**config.mk**
```make
export PLATFORM = sky130hd
export DESIGN_NAME = cpu_ram_arbiter
export DESIGN_NICKNAME = d
export VERILOG_FILES = /design/src/rtl/cpu_ram_arbiter.sv
export SDC_FILE = /design/constraint.sdc
export NUM_CORES = 1
export LEC_CHECK = 0
export ABC_AREA = 1
export CORE_MARGIN = 8
export CORE_UTILIZATION = 33
export CTS_CLUSTER_DIAMETER = 150
export DETAILED_ROUTE_END_ITERATION = 7
export PLACE_DENSITY = 0.87
export SYNTH_ARGS = -nofsm -noshare
export SYNTH_HDL_FRONTEND = slang
export SYNTH_SLANG_ARGS = --single-unit
```
**constraint.sdc**
```tcl
create_clock -name clk_sys -period 3.4 [get_ports clk_sys]
set_input_delay 0.85 -clock clk_sys [delete_from_list [all_inputs] [get_ports clk_sys]]
set_output_delay 0.85 -clock clk_sys [all_outputs]
set_load 0.02 [all_outputs]
```
**src/rtl/cpu_ram_arbiter.sv**
```systemverilog
// Arbiter between the V33 CPU bus and the byte-wide high-score port for the 32K x 16 work RAM.
// Optional stall statistics counter is built when CPU_RAM_ARB_STATS_EN is defined.
module cpu_ram_arbiter #(
    parameter int ADDR_W  = 15,
    parameter int MIN_GAP = 4
) (
    input  logic              clk_sys,
    input  logic              reset_n,
`ifdef CPU_RAM_ARB_STATS_EN
    input  logic              stats_clr,
    output logic [15:0]       stall_cycles,
`endif
    input  logic [ADDR_W-1:0] cpu_addr,
    input  logic [15:0]       cpu_din,
    input  logic              cpu_we_lo,
    input  logic              cpu_we_hi,
    output logic [15:0]       cpu_dout,
    output logic              cpu_stall,
    input  logic              hs_req,
    input  logic              hs_wr,
    input  logic [ADDR_W:0]   hs_addr,
    input  logic [7:0]        hs_din,
    output logic [7:0]        hs_dout,
    output logic              hs_ack,
    output logic [ADDR_W-1:0] ram_addr,
    output logic [15:0]       ram_din,
    output logic              ram_we_lo,
    output logic              ram_we_hi,
    input  logic [15:0]       ram_q
);

    typedef enum logic [2:0] {
        S_IDLE    = 3'd0,
        S_STALL   = 3'd1,
        S_ACCESS  = 3'd2,
        S_CAPTURE = 3'd3,
        S_RESTORE = 3'd4
    } state_t;

    // Loaded with MIN_GAP-1 so that exactly MIN_GAP IDLE cycles elapse before the next STALL.
    localparam logic [3:0] GAP_RELOAD = 4'(MIN_GAP - 1);

    state_t      r_state;
    logic [3:0]  r_gap;
    logic        r_stall;
    logic        r_ack;
    logic        r_rd_pend;
    logic        r_lane;
    logic [7:0]  r_hs_dout;
    logic [7:0]  w_rd_byte;

    // Access sequencer: state, gap counter and the registered handshake/stall outputs.
    always_ff @(posedge clk_sys) begin
        if (!reset_n) begin
            r_state   <= S_IDLE;
            r_gap     <= 4'd0;
            r_stall   <= 1'b0;
            r_ack     <= 1'b0;
            r_rd_pend <= 1'b0;
            r_lane    <= 1'b0;
            r_hs_dout <= 8'd0;
        end else begin
            case (r_state)
                S_IDLE: begin
                    r_ack <= 1'b0;
                    if (r_gap != 4'd0) begin
                        r_gap <= r_gap - 4'd1;
                    end
                    if (hs_req && (r_gap == 4'd0)) begin
                        r_state <= S_STALL;
                        r_stall <= 1'b1;
                    end else begin
                        r_stall <= 1'b0;
                    end
                end
                S_STALL: begin
                    r_stall <= 1'b1;
                    if (hs_req) begin
                        r_state <= S_ACCESS;
                    end else begin
                        r_state <= S_RESTORE;
                    end
                end
                S_ACCESS: begin
                    r_state   <= S_CAPTURE;
                    r_ack     <= 1'b1;
                    r_rd_pend <= ~hs_wr;
                    r_lane    <= hs_addr[0];
                end
                S_CAPTURE: begin
                    r_state <= S_RESTORE;
                    r_ack   <= 1'b0;
                    if (r_rd_pend) begin
                        r_hs_dout <= w_rd_byte;
                    end
                    r_rd_pend <= 1'b0;
                end
                S_RESTORE: begin
                    r_state <= S_IDLE;
                    r_stall <= 1'b0;
                    r_gap   <= GAP_RELOAD;
                end
                default: begin
                    r_state   <= S_IDLE;
                    r_stall   <= 1'b0;
                    r_ack     <= 1'b0;
                    r_rd_pend <= 1'b0;
                end
            endcase
        end
    end

    // RAM port steering: high-score owns the port only in ACCESS, CPU writes are gated by the stall.
    always_comb begin
        w_rd_byte = r_lane ? ram_q[15:8] : ram_q[7:0];
        if (r_state == S_ACCESS) begin
            ram_addr  = hs_addr[ADDR_W:1];
            ram_din   = {hs_din, hs_din};
            ram_we_lo = hs_wr & ~hs_addr[0];
            ram_we_hi = hs_wr & hs_addr[0];
        end else begin
            ram_addr  = cpu_addr;
            ram_din   = cpu_din;
            ram_we_lo = cpu_we_lo & ~r_stall;
            ram_we_hi = cpu_we_hi & ~r_stall;
        end
        // Forward the read byte during the ack cycle so hs_dout is valid together with hs_ack.
        if ((r_state == S_CAPTURE) && r_rd_pend) begin
            hs_dout = w_rd_byte;
        end else begin
            hs_dout = r_hs_dout;
        end
    end

    assign cpu_dout  = ram_q;
    assign cpu_stall = r_stall;
    assign hs_ack    = r_ack;

`ifdef CPU_RAM_ARB_STATS_EN
    logic [15:0] r_stall_cycles;

    // Saturating count of cycles in which the CPU was held off.
    always_ff @(posedge clk_sys) begin
        if (!reset_n) begin
            r_stall_cycles <= 16'd0;
        end else if (stats_clr) begin
            r_stall_cycles <= 16'd0;
        end else if (r_stall && (r_stall_cycles != 16'hFFFF)) begin
            r_stall_cycles <= r_stall_cycles + 16'd1;
        end else begin
            r_stall_cycles <= r_stall_cycles;
        end
    end

    assign stall_cycles = r_stall_cycles;
`endif

endmodule

```
==> results of run 1 <==
[placed cells by master, fill, tap and decap left out, drive strengths merged]
cell type      Yosys  final
clkdlybuf4s50      0    135
nand2            117    117
inv               27     27
nor2              20     20
dfxtp             19     19
o21ai             11     11
a21oi              9      9
o211ai             8      8
nand3              5      5
clkbuf             1      3
ha                 2      2
buf               24      2
clkinv             1      2
or2                1      1
nor3b              1      1
xor2               1      1
a211oi             1      1
nor3               1      1
[power by group]
group / internal (µW) / switching, µW / leakage (µW) / total (µW)
combinational: 354 / 419 / 0.00112 / 773
clock: 81.5 / 74.5 / 0.0000255 / 156
sequential: 258 / 41.6 / 0.000155 / 300
total: 694 / 535 / 0.00130 / 1230
[worst reg2reg max path: cells and delay by family, from the launching register on]
family,cells,cell delay [ns]
AOI/OAI and AO/OA,1,0.15
and+or+nand+nor,3,0.34
buffers and inverters,2,0.38
DFF,1,0.45
[routing by layer]
layer / up-vias / GRT usage
met2: 60 / 0.298
met1: 828 / 0.165
li1: 981 / -
met5: - / 0
met3: 9 / 0.0357
met4: 0 / 0.0561
[state kept, by name (all words and copies together), names as in the netlist]
register   count
r_state        3
r_lane         1
r_gap          4
r_hs_dout      8
hs_ack         1
cpu_stall      1
r_rd_pend      1
[layout make-up]
| type | count | area (µm²) |
|---|---|---|
| clock buffers | 3 | 41.3 |
| well taps | 52 | 65.1 |
| inverters | 28 | 105 |
| repair buffers | 137 | 1370 |
| flip-flops and latches | 19 | 380 |
| multi-input cells | 177 | 797 |
| fillers | 380 | 1530 |
| clock inverters | 1 | 5.00 |
[through the flow]
stage	utilization	power (µW)	area [µm²]	setup WS, ns	hold WS (ns)
finish	0.643	1230	2760	0.128	0.486
global route	0.643	1320	2760	0.0313	0.515
CTS	0.643	1240	2760	0.132	0.483
detailed placement	0.632	1080	2710	0.143	0.467
global placement	0.632	1060	2710	0.200	0.458
floorplan	-	737	1460	1.06	0.446
[logic make-up (layout without fill, tap and decap cells)]
group           after synthesis  count (layout)  share of synthesized area
compound gates               29              29                      0.127
xor+xnor                      1               1                    0.00601
fa+ha+maj                     2               2                     0.0172
buf+inv                      53             169                      0.192
flops                        19              19                      0.261
simple gates                145             145                      0.397
[worst paths after layout]
path	start	to	slack, ns	depth (start not counted)
worst min register to register	r_gap[1]$_SDFFE_PN0P_	r_gap[1]$_SDFFE_PN0P_	0.49	2
worst min-delay path	r_gap[1]$_SDFFE_PN0P_	r_gap[1]$_SDFFE_PN0P_	0.49	2
worst max-delay path	hs_wr	ram_we_hi	0.13	4
worst max register to register	r_state[2]$_SDFFE_PN0P_	r_lane$_SDFFE_PN0P_	1.96	6
[Yosys cell counts]
library cell                 n
sky130_fd_sc_hd__o21ai_0     3
sky130_fd_sc_hd__dfxtp_1    19
sky130_fd_sc_hd__or2_0       1
sky130_fd_sc_hd__clkinv_1    1
sky130_fd_sc_hd__a211oi_1    1
sky130_fd_sc_hd__xor2_1      1
sky130_fd_sc_hd__nand3_1     5
sky130_fd_sc_hd__nor2_2      1
sky130_fd_sc_hd__buf_6       1
sky130_fd_sc_hd__o21ai_2     2
sky130_fd_sc_hd__inv_1      24
sky130_fd_sc_hd__clkbuf_1    1
sky130_fd_sc_hd__nand2_2     4
sky130_fd_sc_hd__nor2_4      1
sky130_fd_sc_hd__a21oi_1     9
sky130_fd_sc_hd__nor3_1      1
sky130_fd_sc_hd__buf_4      18
sky130_fd_sc_hd__nor3b_1     1
sky130_fd_sc_hd__inv_2       3
sky130_fd_sc_hd__o21ai_1     6
sky130_fd_sc_hd__o211ai_2    2
sky130_fd_sc_hd__buf_2       5
sky130_fd_sc_hd__o211ai_1    6
sky130_fd_sc_hd__ha_1        2
sky130_fd_sc_hd__nor2_1     18
sky130_fd_sc_hd__nand2_1   113
==> impl.org, run 1 <==
** Run status
- Outcome :: complete, no violations

** STA
- Setup violations remaining at the end of the flow were counted as 0.
- Transition at the pin with the smallest max-transition slack :: approximately 0.57 ns
- For this run, the top clock speed supported by timing is ~300 MHz.
- Count of endpoints failing hold in the final timing report :: 0
- Final period util :: 0.962
- Total negative setup slack :: 0 ns
- The worst path in the final design needs a cycle of ~3.3 ns, including I/O delays and setup.
- Across the routed clock network, the largest skew measured is about 0.0048 ns.
- Total count of max-transition violations in the final report :: 0
- Measured against its own limit, the worst slew margin works out to 0.617.
- Setup repair after global routing missed its margin :: no

** Clocking
- In this run the number of H-tree levels came out at 1.
- TritonCTS clock tree :: done
- In this run, post-CTS hold repair placed 0 buffers.
- Resized cells post-CTS :: 0
- After clock tree synthesis, the clock-pin slew on the worst setup and hold paths is 0.07 ns.
- Clock latency on the worst-skew pair, taken at its later pin, is approximately 0.26 ns.
- The number of clock buffers added by TritonCTS is 3.
- The clock passes through at most 2 buffers.
- The clock drives 19 sinks.
- Master cell of the clock root buffer :: sky130_fd_sc_hd__clkbuf_8
- The number of setup buffers added after CTS is 0.

** Synth
- FF+latch count, synth :: 19
- For this run, the number of Yosys warnings is 0.
- For this run, the register share of the synthesized area comes to 0.261.
- Synth cell types :: 26
- Synthesized Nets :: 328
- After synthesis the cells add up to 0.00146 mm².
- Post-synthesis average cell area :: ~5.9 µm²
- The share of synthesized area in the top cell type comes to 0.291.
- Number of instances in the synthesized netlist :: about 250
- sky130_fd_sc_hd__nand2_1 takes more of the synthesized area than any other cell.
- Top area cells in the synthesized netlist :: sky130_fd_sc_hd__nand2_1 29%, sky130_fd_sc_hd__dfxtp_1 26%, sky130_fd_sc_hd__buf_4 9.3%

** GRT
- Global-route wire length before repair :: 8480 µm
- Entering global routing, the biggest net connects 25 pins.
- Number of global-route vias before repair :: about 1800
- Global routing finished with a remaining overflow of 0.
- Number of antenna violations at the first check in global routing :: 0
- In the global route stage, overall resource usage came out at 0.157.

** Layout
- The number of antenna diodes in the final layout is 0.
- Ratio of cells with drive above 1 in the final layout :: 0.0521
- At the end of the flow, the number of nets in the layout was 445.
- Syn-to-layout area delta :: 89.4%
- Non-filler instance count after layout :: approximately 420

** Detailed routing
- Summing over every cut layer, the via total after detailed routing is around 1900.
- The detailed router finished its first iteration with around 70 violations.
- The count of nets left with antenna violations once routing finished came out at 0.
- For this block, the routed nets add up to a little under 6000 µm of wire.
- Dividing the detail-routed wire length by the instance count gives 14.0 µm.
- In the detailed route, the total length drawn on met3 is between 400 and 500 µm.
- Number of DRC violations after detailed routing :: 0
- Before antenna repair, the detailed router went through 5 iterations.
- In the final routing, the length of wire on met1 measures about 2000 µm.
- In the routed layout, each cell is associated on average with a via count of approximately 4.5.
- Max Used Layer :: met4
- Wire segments on met2 add up to about 3300 µm in the final route.

** Floorplanning
- The initial utilization of the core area, before any placement, comes to 0.339.
- Placeable core region :: roughly 0.0043 mm²
- The die is 82.5 µm wide.
- Die footprint :: about 0.007 mm²
- Row count :: 24
- Top-level I/O count :: 136
- Vert. Die Dim :: slightly above 80 µm

** Critical path
- Required time worst endpoint :: 2.55 ns
- Critical path fanouts, max :: 2
- Buffers & Inverters on Critical Path :: 2
- CP most frequent cell :: sky130_fd_sc_hd__clkdlybuf4s50_1
- The critical path is of the input port to output port type.
- Slowest stage cell, crit path :: sky130_fd_sc_hd__clkdlybuf4s50_1
- On the worst path, the slowest cell contributes a delay of about 0.66 ns.
- Endpoint arrival time on the critical path :: 2.42 ns
- Largest delay share family, worst path :: buffers and inverters
- Cell breakdown of the critical path :: clkdlybuf4s50_1 > or2_0 > nor3b_1 > clkdlybuf4s50_1
- Type of origin of the critical path :: input port
- The worst setup path is captured at an output port.

** Min path
- The path class of the tightest hold or removal check is flip-flop to flip-flop.

** Placement
- Count of port buffers added during placement :: 135
- Detailed placement ended at an HPWL of a little under 5000 µm.
- The congestion estimate from routability-driven global placement came to about 0.82.
- Post-placement cell count :: 413

** Power and ir drop
- Dividing total power by cell area gives a power density of ~450 mW/mm².
- Peak ir drop on the vdd network :: roughly 0.23 mV
- Summed over all cells, the static leakage comes to approximately 0.0013 µW.

** Flow run
- Max Cap Violations :: 0
Note: power is estimated with default switching activity, not from simulation.
==> run 2: changes to the inputs <==
CORE_UTILIZATION = 31   (was 33)
PLACE_DENSITY = 0.83   (was 0.87)
clock period = 3.65 ns   (was 3.4 ns; I/O delays follow)
==> run 2 against run 1 <==
- global-route usage shrank 0.90 points
- combinational power shrank 8.2%
- sequential power shrank 7.3%
- final area shrank 0.23%
- sequential share of layout area is essentially flat
- die area grew 5.2%
- first-iteration DRC count grew 5.6%
- critical path depth grew 2
- core utilization shrank 4.8 points
- critical path type unchanged
- worst setup slack gained 0.18 ns
- cell count grew 0.24%
- critical endpoint is now hs_dout[1]
- clock power shrank 8%
- largest power group unchanged
==> impl.org, run 2 (synthesis gave the netlist of run 1 again) <==
** GRT
- Gr usage total :: 0.148 (-0.00897)
- Residual overflow from global routing :: 0 (unchanged)
- Largest net degree at the start of global routing :: 26 (+4.0%)
- Number of antenna violations at the first check in global routing :: 0 (unchanged)
- The wire length of the first global-routing pass came to 8790 µm (+3.7%).
- Number of global-route vias before repair :: 1774 (-3.0%)

** Detailed routing
- Drt initial violations :: 76 (+5.6%)
- Number of DRC violations after detailed routing :: 0 (unchanged)
- The met1 wire length came to 2210 µm (+11%).
- The detailed-route via count is 1876 (-0.11%).
- Antenna violation net count after detailed routing :: 0 (unchanged)
- DR WL met2 :: 2930 µm (-11%)
- The first-pass iteration count of the detailed router came to 4 (-1).
- DRT Wirelength :: 5620 µm (-3.9%)
- Via density per instance :: 4.49 (-0.35%)
- The routed length per instance was 13.4 µm (-4.1%).
- The met3 wire length is 400 µm (-14%).
- Max Used Layer :: met4

** Critical path
- The critical path arrival came to 2.43 ns (about the same).
- Largest stage delay, worst path :: 0.62 ns (-0.04 ns)
- The worst setup path is launched from an input port.
- The top fanout value on the critical path is 2 (unchanged).
- Slowest stage cell, crit path :: sky130_fd_sc_hd__clkdlybuf4s50_1
- Required time worst endpoint :: 2.74 ns (+0.19 ns)
- The cell family contributing the most delay on the critical path is buffers and inverters.
- Setup Crit Path Kind :: input port to output port
- Walking the worst path, the cells encountered are clkdlybuf4s50_1 > inv_1 > o211ai_1 > o21ai_1 > inv_1 > clkdlybuf4s50_1.
- Crit path capture type :: output port
- The buffering stage count on the worst path with inverters included was 4 (+2).

** Placement
- The final weighted congestion in routability-driven placement came to 0.832 (+1.6%).
- The post-DP HPWL came to 4680 µm (-5.0%).
- Post-placement cell count :: 414 (+0.24%)
- Count of port buffers added during placement :: 135 (unchanged)

** STA
- Timing-limited maximum frequency :: between 200 and 300 MHz
- The number of failing setup endpoints in the final timing report is 0 (unchanged).
- Final period util :: 0.915
- The number of hold-slack violations in the final timing report was 0 (unchanged).
- Setup repair after global routing left no endpoint under its margin.
- Transition at the pin with the smallest max-transition slack :: 0.557 ns (-0.0168 ns)
- The worst clock skew on the final layout is 0.00447 ns (-0.000359 ns).
- The remaining max-slew budget at the tightest pin was 0.628 (+0.0112).
- Total negative setup slack :: 0 ns (unchanged)
- The clock period could shrink to approximately 3.3 ns.
- Total count of max-transition violations in the final report :: 0 (unchanged)

** Floorplanning
- The die area was 0.00715 mm² (+5.2%).
- Vert. Die Dim :: 84.6 µm (+2.6%)
- X dimension of the die :: 84.6 µm (+2.6%)
- Row count :: 25 (+4.2%)
- The count of boundary I/O pins was 136 (unchanged).
- The effective utilization at floorplan was 0.315 (-0.0246).
- Placeable core region :: 0.00463 mm² (+7.8%)

** Layout
- The largest registers in the layout are r_hs_dout x8, r_gap x4, r_state x3.
- Total area of multi-input combinational cells :: 797 µm² (unchanged)
- Syn-to-layout area delta :: 88.9%
- Flip-flop count of the largest register after layout :: 8 (unchanged)
- Most frequent cells in the layout :: 135 x sky130_fd_sc_hd__clkdlybuf4s50_1, 113 x sky130_fd_sc_hd__nand2_1, 24 x sky130_fd_sc_hd__inv_1
- The final instance count without filler cells came to 418 (+0.24%).
- Leaving out fill and tap cells, the most frequent cell in the layout is sky130_fd_sc_hd__clkdlybuf4s50_1.
- Final Net Count :: 444 (-0.22%)
- The register area came to 380 µm² (unchanged).
- Fillcell total :: 426 (+12%)
- Most flop-heavy register :: r_hs_dout
- The ratio of cells with drive above 1 in the final layout is 0.0467 (-0.00535).
- Number of diodes :: 0 (unchanged)

** Clocking
- Resized cells post-CTS :: 0 (unchanged)
- The clock slew seen by the registers of the worst setup and hold paths came to 0.07 ns (about the same).
- Number of setup buffers added after CTS :: 0 (unchanged)
- The insertion delay of the later-clocked pin in the worst-skew pair was 0.25 ns (about the same).
- Number of buffers on the longest clock path :: 2 (unchanged)
- CTS placed an instance of sky130_fd_sc_hd__clkbuf_8 at the clock tree root.
- Clock sinks :: 19 (unchanged)
- TritonCTS built the clock tree.
- The number of CTS-inserted buffers is 3 (unchanged).
- The number of levels in the clock H-tree came to 1 (unchanged).
- Hold buffers post-CTS :: 0 (unchanged)

** Power and ir drop
- The leakage power of the design came to 0.00129 µW (-0.63%).
- Peak ir drop on the vdd network :: 0.192 mV (-17%)
- Pwr Density :: 411 mW/mm² (-7.7%)

** Flow run
- The number of max-cap violations came to 0 (unchanged).

** Run status
- Outcome :: complete, no violations

** Min path
- Worst hold-check path type :: flip-flop to flip-flop
[run 2: routing by layer]
layer  GRT usage  vias up
met2       0.269       68
met3      0.0439        9
met5           0        -
met1       0.164      819
met4      0.0356        0
li1            -      980
[run 2: metrics by stage]
stage / instance area (µm²) / total power [µW] / hold WS (ns) / utilization / worst slack (ns)
after detailed placement: 2710 / 994 / 0.468 / 0.585 / 0.328
after global routing: 2750 / 1230 / 0.502 / 0.595 / 0.161
after CTS: 2750 / 1140 / 0.487 / 0.595 / 0.303
final: 2750 / 1130 / 0.484 / 0.595 / 0.310
after global placement: 2710 / 982 / 0.459 / 0.585 / 0.313
after floorplan: 1460 / 687 / 0.446 / - / 1.18
[run 2: cell type report]
type / instances / area share
multi-input cells: 177 / 0.289
clock buffers: 4 / 0.0164
well taps: 54 / 0.0245
inverters: 28 / 0.0382
repair buffers: 136 / 0.493
flip-flops and latches: 19 / 0.138
[run 2: report_power, final]
part           total (µW)  internal, µW  leakage (µW)  switching (µW)
clock                 144          77.5     0.0000228            66.2
sequential            278           241      0.000155            37.5
combinational         710           328       0.00111             382
[run 2: final timing paths]
path                              to  slack, ns                     from  cells after the start
max reg2reg      r_lane$_SDFFE_PN0P_       2.20  r_state[2]$_SDFFE_PN0P_                      5
max                       hs_dout[1]       0.31                 ram_q[1]                      6
min reg2reg  r_state[0]$_SDFFE_PN0P_       0.48  r_state[0]$_SDFFE_PN0P_                      1
min          r_state[0]$_SDFFE_PN0P_       0.48  r_state[0]$_SDFFE_PN0P_                      1
==> run 3: changes to the inputs <==
ABC_CLOCK_PERIOD_IN_PS = 3650   (was not set)
==> results of run 3 <==
Final layout, timing and power as in run 2 (identical DEF).
==> patch 1, RTL diff (settings of run 3) <==
The 5 states of `state_t` get a one-hot encoding in 5 bits.
--- a/src/rtl/cpu_ram_arbiter.sv
+++ b/src/rtl/cpu_ram_arbiter.sv
@@ -30,10 +30,10 @@
 );
 
-    typedef enum logic [2:0] {
-        S_IDLE    = 3'd0,
-        S_STALL   = 3'd1,
-        S_ACCESS  = 3'd2,
-        S_CAPTURE = 3'd3,
-        S_RESTORE = 3'd4
+    typedef enum logic [4:0] {
+        S_IDLE    = 5'b00001,
+        S_STALL   = 5'b00010,
+        S_ACCESS  = 5'b00100,
+        S_CAPTURE = 5'b01000,
+        S_RESTORE = 5'b10000
     } state_t;
 
Behaviour: same outputs for any inputs over 10 cycles, from zero or initial values and one cycle with reset_n low; not proved beyond that.
==> patch 1 against run 3 <==
Clock power up 7%. Area after synthesis up 12%. Setup slack better by 99 ps. Count of clock-buffer cells in the layout down 1. Power down 26%. Largest cell class unchanged. Sequential cell count up 2. Cell area up 7.1%. Critical endpoint is now ram_we_hi. Routed wire length up 7.2%.
==> patch 1: results (changes against run 3) <==
| Metric | Value |
|---|---|
| Status | finished, final reports clean |
| Routed wl met3 | 570 um (+43%) |
| Mapped Cells | 259 (+4.0%) |
| Syn Nets | 337 (+2.7%) |
| Crit path DAT | 2330 ps (-100 ps) |
| Adder-Cell Fraction of Synth Area | 0.00765 (-0.00952) |
| Sink of the worst hold path | hs_ack |
| CP Capture Point | ram_we_hi |
| Pin slew with the least headroom to its limit | 524 ps (-33.6 ps) |
| Iter 0 DRT Violations | 44 (-42%) |
| DRT Pass-1 Iters | 4 (unchanged) |
| DP Area | 0.00290 mm2 (+7.2%) |
| Dpl hpwl | 5100 um (+9.0%) |
| DRC viols | 0 (unchanged) |
| Synth top area cells | dfxtp_1 (26%), nand2_1 (25%), buf_4 (7.3%) |
| Met2 WL | 2980 um (+1.4%) |
| Sequential share of the synthesized area | 0.257 (-0.00406) |
| Vias in the first global route | 1907 (+7.5%) |
| Share of layout cells above drive strength 1 | 0.0931 (+0.0464) |
| Worst hold path cell count | 2 (+1) |
| Biggest regs | r_hs_dout: 8 flops, r_state: 5 flops, r_gap: 4 flops |
| Hold_ws | 470 ps (-13.3 ps) |
| Global placement routability congestion | 0.821 (-1.3%) |
| Clock Skews | 11.1 ps (+6.62 ps) |
| Vias per inst | 4.30 (-4.3%) |
| First-pass GRT wire length | 8890 um (+1.1%) |
| Grt met3 use | 0.0557 (+0.0118) |
| Power Internal | 0.539 mW (-17%) |
| Compound-Gate Fraction of Synth Area | 0.0642 (-0.0628) |
| Hold wc startpoint | hs_ack |
| Worst skew pair latency | 270 ps (+20 ps) |
| TritonCTS buffer count | 3 (unchanged) |
| Nets | 455 (+2.5%) |
| Avg WL per Cell | 13.5 um (+0.44%) |
| Tot GR Track Use | 0.142 (-0.00655) |
| Setup ws final | 409 ps (+99.1 ps) |
| Overflow after GRT | 0 (unchanged) |
| Slowest Stage Delay on Critical Path | 640 ps (+20 ps) |
| LEAKAGE | 1.38 nW (+7.5%) |
| Reg-to-Reg End | r_rd_pend |
| M1 wire length | 2420 um (+9.6%) |
| Via Count | 1916 (+2.1%) |
| Top cells by count, synth | nand2_1 (109), nor2_1 (24), dfxtp_1 (21), inv_1 (21), buf_4 (16) |
| Setup WS pre-CTS | 416 ps (+87.6 ps) |
| Xor and xnor area share after synthesis | 0.0107 (+0.00469) |
| Critical Path Start | hs_wr |
| Post-synth EDFFs | 0 (unchanged) |
| Met2 Usage GRT | 0.253 (-0.0165) |
| Global Route met1 Usage | 0.154 (-0.00994) |
| Placed Cells incl. Taps | 442 (+6.8%) |
| R2R Path Start | r_state[4] |
| H-tree Lvls | 1 (unchanged) |
| Maximum VDD drop | 0.138 mV (-28%) |
| Mux share of post-synthesis cell area | 0.0489 (+0.0489) |
patch 1: cell count changes after synthesis, sizes merged, moves of 2 or more:
| cell | delta |
|---|---|
| nor2 | +11 |
| mux2i | +8 |
| o211ai | -8 |
| nand3 | +6 |
| a21oi | -4 |
| inv | -4 |
| dfxtp | +2 |
| nand2 | +2 |
| nor3 | +2 |
patch 1: worst max-delay path: cells and delay by family:
kind / cells / cell delay, ps
buffers and inverters: 2 / 1120
and+or+nand+nor: 2 / 300
patch 1: power by group through the flow:
stage                     Combinational (mW)  Sequential (mW)  Clock, mW
final                                  0.404            0.283      0.154
after global routing                   0.449            0.287      0.172
after CTS                              0.408            0.283      0.158
after detailed placement               0.405            0.289          0
after global placement                 0.396            0.287          0
after floorplan                        0.232            0.286          0
patch 1: layout make-up:
class	instances	area, um2
Fill cell	493	2160
Timing Repair Buffer	137	1370
Multi-Input combinational cell	191	943
Sequential cell	21	420
Tap cell	70	87.6
Inverter	23	86.3
Clock buffer	3	41.3
Clock inverter	1	5.00
==> patch 2, RTL diff (config.mk and constraints of run 3) <==
Without the edit above. The parameter `ADDR_W` goes from 15 to 16.
--- a/src/rtl/cpu_ram_arbiter.sv
+++ b/src/rtl/cpu_ram_arbiter.sv
@@ -2,5 +2,5 @@
 // Optional stall statistics counter is built when CPU_RAM_ARB_STATS_EN is defined.
 module cpu_ram_arbiter #(
-    parameter int ADDR_W  = 15,
+    parameter int ADDR_W  = 16,
     parameter int MIN_GAP = 4
 ) (
Ports: changed (resized cpu_addr, hs_addr and ram_addr); port bits go from 136 to 139. The function was not compared with the original's and may differ.
==> patch 2 against run 3 <==
Power is 0.15% lower. Die area is 0.34% lower. Clock skew down 1.0 ps. Area after synthesis fell by 0.43%. Critical path depth unchanged. Setup slack gained 31 ps. Routed wire length rose by 5.9%. Sequential cell count stayed put. Cell area rose by 0.45%. First-iteration DRC count shrank 22%. Largest power group unchanged.
==> patch 2: results (changes against run 3) <==
| Metric | Value |
|---|---|
| Syn Nets | 329 (+0.30%) |
| LEAKAGE | 1.29 nW (+0.46%) |
| Mapped Cells | 248 (-0.40%) |
| Global placement routability congestion | 0.839 (+0.88%) |
| Port-buffer cells | 138 (+2.2%) |
| Vias in the first global route | 1816 (+2.4%) |
| Clock Skews | 3.44 ps (-1.03 ps) |
| Adder-Cell Fraction of Synth Area | 0.0172 (+0.0000740) |
| Tot GR Track Use | 0.165 (+0.0164) |
| Top cells by count, synth | nand2_1 (117), inv_1 (27), dfxtp_1 (19), buf_4 (16), nor2_1 (14) |
| Avg WL per Cell | 14.2 um (+5.4%) |
| Xor and xnor area share after synthesis | 0.00603 (+0.0000259) |
| Compound-Gate Fraction of Synth Area | 0.119 (-0.00807) |
| Nets | 448 (+0.90%) |
| DP Area | 0.00272 mm2 (+0.42%) |
| Non-filler cells in the finished layout | 420 (+0.48%) |
| Cell variety after synth | 23 (-12%) |
| Pin count of the biggest net entering global routing | 37 (+42%) |
| Synth top area cells | nand2_1 (30%), dfxtp_1 (26%), buf_4 (8.3%) |
| Status | finished, final reports clean |
| Slowest Stage Delay on Critical Path | 600 ps (-20 ps) |
| Dpl hpwl | 4990 um (+6.5%) |
| Iter 0 DRT Violations | 59 (-22%) |
| Share of layout cells above drive strength 1 | 0.0273 (-0.0194) |
| First-pass GRT wire length | 9610 um (+9.3%) |
| Pin slew with the least headroom to its limit | 587 ps (+30.0 ps) |
| Setup WS pre-CTS | 341 ps (+12.9 ps) |
| Via Count | 1879 (+0.16%) |
| Maximum VDD drop | 0.222 mV (+15%) |
## patch 2: cell count changes in the layout (fill, tap and decap cells not counted), moves of 2 or more
cell,change
inv_1,+3
o211ai_1,+2
clkdlybuf4s50_1,+3
o21ai_0,+7
nor2_1,-4
o211ai_2,-2
o21ai_1,-4
nand2_2,-4
nand2_1,+4
o21ai_2,-2
## patch 2: worst paths after layout
kind | startpoint | to | slack (ps) | cells after the start
max | ram_q[1] | hs_dout[1] | 340 | 6
min reg2reg | r_gap[1] | r_gap[1] | 470 | 2
min | r_gap[1] | r_gap[1] | 470 | 2
max reg2reg | r_state[2] | r_hs_dout[1] | 2320 | 6
## patch 2: logic make-up after synthesis
logic type,after synthesis
flops,19
fa+ha+maj,2
buf+inv,55
simple gates,141
xor+xnor,1
compound gates,30
## patch 2: worst register-to-register path: cells and delay by family, from the launching register on
kind,cells,cell delay (ps)
and+or+nand+nor,3,470
DFF,1,370
AOI/OAI and AO/OA,2,290
buffers and inverters,1,90
## patch 2: layer usage
metal  vias up  GRT usage  wire length, um
met2        81      0.311             2990
met5         -          0                0
met1       813      0.176             2400
met4         0     0.0291               30
li1        981          -                -
met3         4     0.0507              522
## patch 2: layout make-up
type | count | area (um2)
fillers | 440 | 1860
well taps | 54 | 67.6
inverters | 30 | 113
clock buffers | 3 | 41.3
repair buffers | 139 | 1390
flip-flops and latches | 19 | 380
clock inverters | 1 | 5.00
multi-input cells | 174 | 771
## patch 2: report_power, final
| part | internal (mW) | leakage [nW] | total (mW) | switching [mW] |
|---|---|---|---|---|
| combinational | 0.324 | 1.11 | 0.707 | 0.383 |
| clock | 0.0759 | 0.0255 | 0.145 | 0.0696 |
| sequential | 0.243 | 0.154 | 0.278 | 0.0355 |
| total | 0.642 | 1.29 | 1.13 | 0.488 |
